**config.mk**
```make
export PLATFORM = sky130hd
export DESIGN_NAME = uart_tx_queue
export DESIGN_NICKNAME = d
export VERILOG_FILES = /design/src/rtl/uart_tx_queue.sv
export SDC_FILE = /design/constraint.sdc
export NUM_CORES = 1
export LEC_CHECK = 0
export CAP_MARGIN = 10
export CORE_UTILIZATION = 40
export CTS_CLUSTER_SIZE = 24
export DETAILED_ROUTE_END_ITERATION = 10
export PLACE_DENSITY = 0.6
export RECOVER_POWER = 100
export SLEW_MARGIN = 20
export SYNTH_ARGS = -nofsm -noshare
export SYNTH_HDL_FRONTEND = slang
export SYNTH_SLANG_ARGS = --single-unit
```
**constraint.sdc**
```tcl
create_clock -name clk -period 2.61 [get_ports clk]
set_input_delay 0.6525 -clock clk [delete_from_list [all_inputs] [get_ports clk]]
set_output_delay 0.6525 -clock clk [all_outputs]
set_load 0.01 [all_outputs]
```
**src/rtl/uart_tx_queue.sv**
```systemverilog
// Transmit byte queue feeding a uart transmitter.
// Bytes pushed by the io block are held in a circular buffer and handed to
// the uart one at a time. The next byte is launched only after the uart
// reports that the previous one has been fully sent.
module uart_tx_queue #(
    parameter int DEPTH_LOG2 = 4,
    parameter int WIDTH      = 8
) (
    input  logic                  clk,
    input  logic                  rst,
    input  logic                  push,
    input  logic [WIDTH-1:0]      push_data,
    output logic                  full,
    output logic [DEPTH_LOG2:0]   count,
    output logic                  overflow,
    input  logic                  clear_ovf,
    output logic [WIDTH-1:0]      tx_data,
    output logic                  tx_wr,
    input  logic                  tx_done,
    output logic                  busy
);

    localparam int DEPTH = 1 << DEPTH_LOG2;
    localparam logic [DEPTH_LOG2:0]   CNT_ZERO  = {(DEPTH_LOG2+1){1'b0}};
    localparam logic [DEPTH_LOG2:0]   CNT_ONE   = {{DEPTH_LOG2{1'b0}}, 1'b1};
    localparam logic [DEPTH_LOG2:0]   CNT_FULL  = {1'b1, {DEPTH_LOG2{1'b0}}};
    localparam logic [DEPTH_LOG2-1:0] PTR_ZERO  = {DEPTH_LOG2{1'b0}};
    localparam logic [DEPTH_LOG2-1:0] PTR_ONE   = {{(DEPTH_LOG2-1){1'b0}}, 1'b1};
    localparam logic [WIDTH-1:0]      DATA_ZERO = {WIDTH{1'b0}};

    typedef enum logic [1:0] {
        IDLE = 2'd0,
        LOAD = 2'd1,
        WAIT = 2'd2
    } state_t;

    state_t                  state_r;
    state_t                  state_next_s;
    logic [WIDTH-1:0]        mem_r [DEPTH];
    logic [DEPTH_LOG2-1:0]   wptr_r;
    logic [DEPTH_LOG2-1:0]   rptr_r;
    logic [DEPTH_LOG2:0]     count_r;
    logic [DEPTH_LOG2:0]     count_next_s;
    logic                    full_r;
    logic                    overflow_r;
    logic [WIDTH-1:0]        tx_data_r;
    logic                    tx_wr_r;
    logic                    busy_r;
    logic                    accept_s;
    logic                    drop_s;
    logic                    pop_s;

    // Push acceptance uses the registered full flag, so a pop in the same
    // cycle does not rescue a push made against a full queue.
    assign accept_s = push & ~full_r;
    assign drop_s   = push & full_r;

    // Next-state and pop decision for the launch sequencer.
    always_comb begin
        state_next_s = state_r;
        pop_s        = 1'b0;
        case (state_r)
            IDLE: begin
                if (count_r != CNT_ZERO) begin
                    state_next_s = LOAD;
                    pop_s        = 1'b1;
                end else begin
                    state_next_s = IDLE;
                end
            end
            LOAD: begin
                state_next_s = WAIT;
            end
            WAIT: begin
                if (tx_done) begin
                    state_next_s = IDLE;
                end else begin
                    state_next_s = WAIT;
                end
            end
            default: begin
                state_next_s = IDLE;
            end
        endcase
    end

    // Occupancy after this cycle's accepted push and pop.
    always_comb begin
        count_next_s = count_r;
        if (accept_s && !pop_s) begin
            count_next_s = count_r + CNT_ONE;
        end else if (!accept_s && pop_s) begin
            count_next_s = count_r - CNT_ONE;
        end else begin
            count_next_s = count_r;
        end
    end

    // Sequencer state register.
    always_ff @(posedge clk) begin
        if (!rst) begin
            state_r <= IDLE;
        end else begin
            state_r <= state_next_s;
        end
    end

    // Read/write pointers, occupancy and the registered full flag.
    always_ff @(posedge clk) begin
        if (!rst) begin
            wptr_r  <= PTR_ZERO;
            rptr_r  <= PTR_ZERO;
            count_r <= CNT_ZERO;
            full_r  <= 1'b0;
        end else begin
            if (accept_s) begin
                wptr_r <= wptr_r + PTR_ONE;
            end
            if (pop_s) begin
                rptr_r <= rptr_r + PTR_ONE;
            end
            count_r <= count_next_s;
            full_r  <= (count_next_s == CNT_FULL);
        end
    end

    // Queue storage; contents are only meaningful between the pointers.
    always_ff @(posedge clk) begin
        if (rst && accept_s) begin
            mem_r[wptr_r] <= push_data;
        end
    end

    // Sticky overflow; a dropped push beats a simultaneous clear.
    always_ff @(posedge clk) begin
        if (!rst) begin
            overflow_r <= 1'b0;
        end else if (drop_s) begin
            overflow_r <= 1'b1;
        end else if (clear_ovf) begin
            overflow_r <= 1'b0;
        end else begin
            overflow_r <= overflow_r;
        end
    end

    // Uart-facing outputs, registered from the next state so tx_wr is high
    // exactly while the sequencer sits in LOAD.
    always_ff @(posedge clk) begin
        if (!rst) begin
            tx_data_r <= DATA_ZERO;
            tx_wr_r   <= 1'b0;
            busy_r    <= 1'b0;
        end else begin
            if (pop_s) begin
                tx_data_r <= mem_r[rptr_r];
            end
            tx_wr_r <= (state_next_s == LOAD);
            busy_r  <= (state_next_s != IDLE);
        end
    end

    assign full     = full_r;
    assign count    = count_r;
    assign overflow = overflow_r;
    assign tx_data  = tx_data_r;
    assign tx_wr    = tx_wr_r;
    assign busy     = busy_r;

endmodule

```
# After elaboration in Yosys (flattened, before gate mapping)
# Memories as Yosys holds them, arrays and structs flattened. A register that Yosys moved wholly into a read port is not among the register bits.
# Cells that the tools add are included.
[totals]
ramBits = 128
inputBits = 13
reg_bits = 19
word_cells = 41
n_memories = 1
out_inout_bits = 17
[memory_table]
columns = ["name", "depth", "word_bits", "rd", "rd_ports_with_merged_regs", "wr", "line_no", "source"]
rows = [
  ["mem_r", 16, 8, 1, 1, 1, "39", "logic [WIDTH-1:0] mem_r [DEPTH];"],
]
[classes]
eq_ne = 4
muxes = 11
addsub = 4
bitwise = 3
n_reduce_logical = 10
[ops]
columns = ["op", "n"]
rows = [
  ["$mux 5", 2],
  ["$add 4x1->4 const B", 2],
  ["$mux 1", 7],
  ["$pmux 2 s3", 1],
  ["$add 5x1->5 const B", 1],
  ["$eq 5x5->1 const B", 1],
  ["$reduce_bool 5->1", 1],
  ["$sub 5x1->5 const B", 1],
  ["$eq 2x1->1 const B", 2],
  ["$reduce_bool 2->1", 2],
  ["$logic_and 1x1->1", 3],
  ["$logic_not 1->1", 3],
  ["$and 1x1->1", 2],
  ["$eq 2x2->1 const B", 1],
  ["$logic_not 2->1", 1],
  ["$mux 2", 1],
  ["$not 1->1", 1],
]

# Depth between registers and ports, before layout
[logic_depth]
ltp_word = 7
depth_mapped = 7
ltp_nobuf = 7

# Worst setup path before layout
# Ideal clock, no wire load.
[synth_timing]
path_kind = "input to register"
startpoint = "in rst"
endpoint = "mem mem_r[1][0] (enable)"
path_buffers = 1
required_time_ns = 2.240
arrival_ns = 1.778
stages = 3
setup_ns = 0.370
setup_slack_ns = 0.462
cell_sequence = "clkbuf_1 > or3b_2 > nor2_1"
[synth_between]
elab_chain_cells = 3
[synth_lines]
columns = ["item", "line_no", "source"]
rows = [
  ["from (decl)", "10", "input logic rst,"],
  ["$logic_and 1x1->1", "129", "if (rst && accept_s) begin"],
  ["$mux 1", "129", ""],
  ["$mux 1 (not written as such)", "130", "mem_r[wptr_r] <= push_data;"],
  ["to (decl)", "39", ""],
]
# No other way between the ends.

# Final worst setup path
[layout_timing]
startpoint = "in push"
endpoint = "mem mem_r[6][6] (enable)"
[layout_between]
elab_chain_cells = 4
[layout_lines]
columns = ["item", "line_no", "source"]
rows = [
  ["from (decl)", "11", "input logic push,"],
  ["$and 1x1->1", "55", "assign accept_s = push & ~full_r;"],
  ["$logic_and 1x1->1", "129", ""],
  ["$mux 1", "129", ""],
  ["$mux 1 (not written as such)", "130", ""],
]
# No other way between the ends.

==> summary.md <==
| Metric | Value |
|---|---|
| Status | `finished, violations left` |
| Violated checks | `design-rule violations` |
| Nets | `between 400 and 500` |
| Setup ws final | `about 0.24 ns` |
| Min Tclk post-route | `around 2.4 ns` |
| Unique masters post-synth | `42` |
| Yosys reg bits | `155` |
| Mapped Cells | `around 350` |
| Tightest Pin Transition | `0.686 ns` |
| Layout filler cell count | `approximately 1200` |
| # resized after CTS | `0` |
| DRC viols | `4` |
| Crit end category | `register` |
| Hold depth | `1` |
| Gr usage total | `16.8%` |
| Static leakage | `~2.5 nW` |
| Die area | `15800 sq um` |
| # diodes | `0` |
| Clk_lat worst skew | `around 0.42 ns` |
| Layout area overhead | `20.2%` |
| Bufs on Longest Clock Path | `2` |
| CTS root buf | `clkbuf_16` |
| Clock sink count | `approximately 160` |
| Worst hold start | `tx_data[7]` |
| Sequential area share after synthesis | `71.8%` |
| Syn Area/Cell | `between 15 and 20 sq um` |
| Post-CTS setup buffers | `0` |
| R2r endpoint | `tx_data[5]` |
| Syn_nets | `between 300 and 400` |
| Worst-case headroom to the max-slew limit | `54.2%` |
| Fin. Hold Viols | `0` |
| CP Data Arrival Time | `~2.5 ns` |
| Inst Count DP | `between 500 and 600` |
| Fin. max-slew vios | `0` |
| Via-to-Cell Ratio | `5.24` |
| RSZ-0062 raised after global routing | `no` |
| Overflow after GRT | `0` |
| TNS Setup | `0 ns` |
| Rows | `44` |
| DR iter-0 viols | `approximately 220` |
| Final non-filler cell total | `between 600 and 700` |
| H-Tree Depth | `4` |
| Length of the first detailed-routing pass in iterations | `7` |
| Clk_skew | `about 0.0066 ns` |
| Routability congestion estimate | `0.846` |
| Worst Path Max Fanout | `10` |
| CP required | `roughly 2.7 ns` |
| FF-to-FF Start | `count[0]` |
| I/O Pins | `30` |
| CTS tree | `yes` |
| Max_cap viols | `0` |
| Fmax | `0.422 GHz` |
| Area of the multi-input gates | `1600 sq um` |
| Worst Path Class, Setup | `input pin to register` |
| CTS buffer count | `17` |
| Vias in the first global route | `between 3000 and 4000` |
| Clock transition at path regs | `~0.06 ns` |
| Setup slack, reg-to-reg | `between 0.4 and 0.5 ns` |
| Syn Std Cell Area | `between 6000 and 7000 sq um` |
| Port bufs | `29` |
| Global-route wire length before repair | `19200 um` |
| Power per cell area | `957 nW/um^2` |
| Startpoint types | `input pin` |
| Tightest Hold Check Type | `register to register` |
| Hold endpoint | `tx_data[7]` |
| Initial antenna violation count | `0` |
| FF+latch area | `~4400 sq um` |
| Hold Buf Count CTS | `0` |
| Final setup viols | `0` |
| Final antenna-violating net count | `0` |
| Reg2Reg Depth | `7` |
| Die height | `126 um` |
| Chip width | `approximately 130 um` |
| VDD IR max | `a little under 500 uV` |
| Core region area | `between 10000 and 15000 sq um` |
| Post-Place Setup Slack | `roughly 0.18 ns` |
| Routed WL per cell | `20.2 um` |
| Largest net degree at the start of global routing | `36` |
| Fin crit share | `between 90 and 100%` |
| Initial core utilization | `41.5%` |
| Share of cells above drive strength 1 | `between 20 and 25%` |
| Synth warn | `0` |
| Vias | `3151` |
| WL final | `roughly 12000 um` |
| Post-DP HPWL | `7840 um` |
==> flip-flops by register name, summed over array words and instances, names as in the netlist <==
| name | cells |
|---|---|
| busy | 1 |
| count | 5 |
| full | 1 |
| mem_r | 128 |
| overflow | 1 |
| rptr_r | 4 |
| state_r | 2 |
| tx_data | 8 |
| tx_wr | 1 |
| wptr_r | 4 |
==> worst max path at each step <==
| stage | from | endpoint | slack (ns) | cells past startpoint |
|---|---|---|---|---|
| after floorplan | rst | mem_r[1][0] | 0.46 | 3 |
| after global placement | rst | mem_r[5][7] | 0.23 | 5 |
| after detailed placement | push | full | 0.18 | 7 |
| after CTS | count[2] | count[2] | 0.40 | 1 |
| after global routing | push | mem_r[5][6] | 0.16 | 6 |
| final | push | mem_r[6][6] | 0.24 | 6 |
==> synth_stat cells <==
library cell	count	share of area, %
a22oi_1	16	2.0
ha_1	7	1.4
o21ai_2	1	0.14
nand3_2	1	0.16
a31oi_1	1	0.10
o31ai_1	1	0.12
nand2b_1	2	0.20
a31o_2	7	1.0
a21boi_0	3	0.37
and3b_1	1	0.14
a41oi_1	1	0.14
nand3_1	5	0.41
mux4_2	32	12
buf_1	3	0.18
xor2_1	1	0.14
o211ai_1	1	0.12
nor2_1	23	1.4
or2_2	2	0.20
dfxtp_1	27	8.9
or3b_2	1	0.14
nor3_1	1	0.082
and2_2	1	0.12
nand4_1	2	0.20
buf_2	4	0.33
clkbuf_1	7	0.43
a31o_1	1	0.14
and2_1	11	1.1
o22ai_1	1	0.10
a2111oi_2	1	0.25
inv_1	9	0.55
o221ai_1	1	0.14
nand2_1	15	0.92
or4b_4	1	0.23
nor4b_2	1	0.25
mux2i_1	1	0.16
a21oi_1	8	0.66
nor2b_1	4	0.41
buf_4	2	0.25
nand3b_1	2	0.25
o22ai_2	1	0.20
xnor2_1	8	1.1
edfxtp_1	128	63
==> layout by cell type (no fill, tap or decap), types with 9 or more instances in the layout <==
master	instances
inv_1	9
a22oi_1	16
clkbuf_16	17
dlygate4sd3_1	26
dfxtp_1	26
edfxtp_1	128
nand2_1	15
mux4_2	32
clkbuf_1	12
nor2_1	23
==> per-layer routing <==
metal	GRT usage [%]	up-vias	routed length [um]
met2	26.6	74	5940
li1	-	1479	-
met3	3.94	19	518
met1	21.9	1579	5490
met4	8.25	0	190
met5	0	-	0
==> per-stage QoR <==
| step | util (%) | power [mW] | hold slack [ns] | area [sq um] |
|---|---|---|---|---|
| floorplan | - | 4.01 | 0.489 | 6100 |
| detailed placement | 46.1 | 4.55 | 0.469 | 6770 |
| finish | 49.9 | 7.03 | 0.472 | 7340 |
| CTS | 50.4 | 7.17 | 0.483 | 7410 |
| global placement | 46.1 | 4.53 | 0.462 | 6770 |
| global route | 49.9 | 7.31 | 0.500 | 7340 |
==> final cells by class <==
| class | instances | area share [%] |
|---|---|---|
| tap | 184 | 3.14 |
| clock buffer | 19 | 5.90 |
| timing repair buffer | 55 | 6.17 |
| inverter | 9 | 0.460 |
| multi-input combinational | 166 | 21.9 |
| clock inverter | 13 | 2.71 |
| sequential | 155 | 59.8 |
==> power breakdown <==
group / total (mW) / switching [mW] / internal, mW / leakage [nW]
Combinational: 1.49 / 0.756 / 0.732 / 0.779
Clock: 2.61 / 0.928 / 1.69 / 0.308
Sequential: 2.92 / 0.107 / 2.82 / 1.37
==> worst max-delay path, cell delays in order <==
cell and delay [ns]:
clkdlybuf4s50_1 0.49, nor2b_1 0.13, clkbuf_1 0.41, nand2_1 0.24, nor2_1 0.25, clkbuf_1 0.29
==> cell families after synthesis <==
kind of cell | count (synthesis) | synth area share [%]
AO/OA/AOI/OAI | 44 | 5.47
flip-flops | 155 | 71.8
XOR/XNOR | 9 | 1.29
multiplexers | 33 | 12.0
buffers and inverters | 25 | 1.74
AND/OR/NAND/NOR | 73 | 6.27
adder cells (fa/ha/maj) | 7 | 1.43
Power figures use the tool's default switching activity.
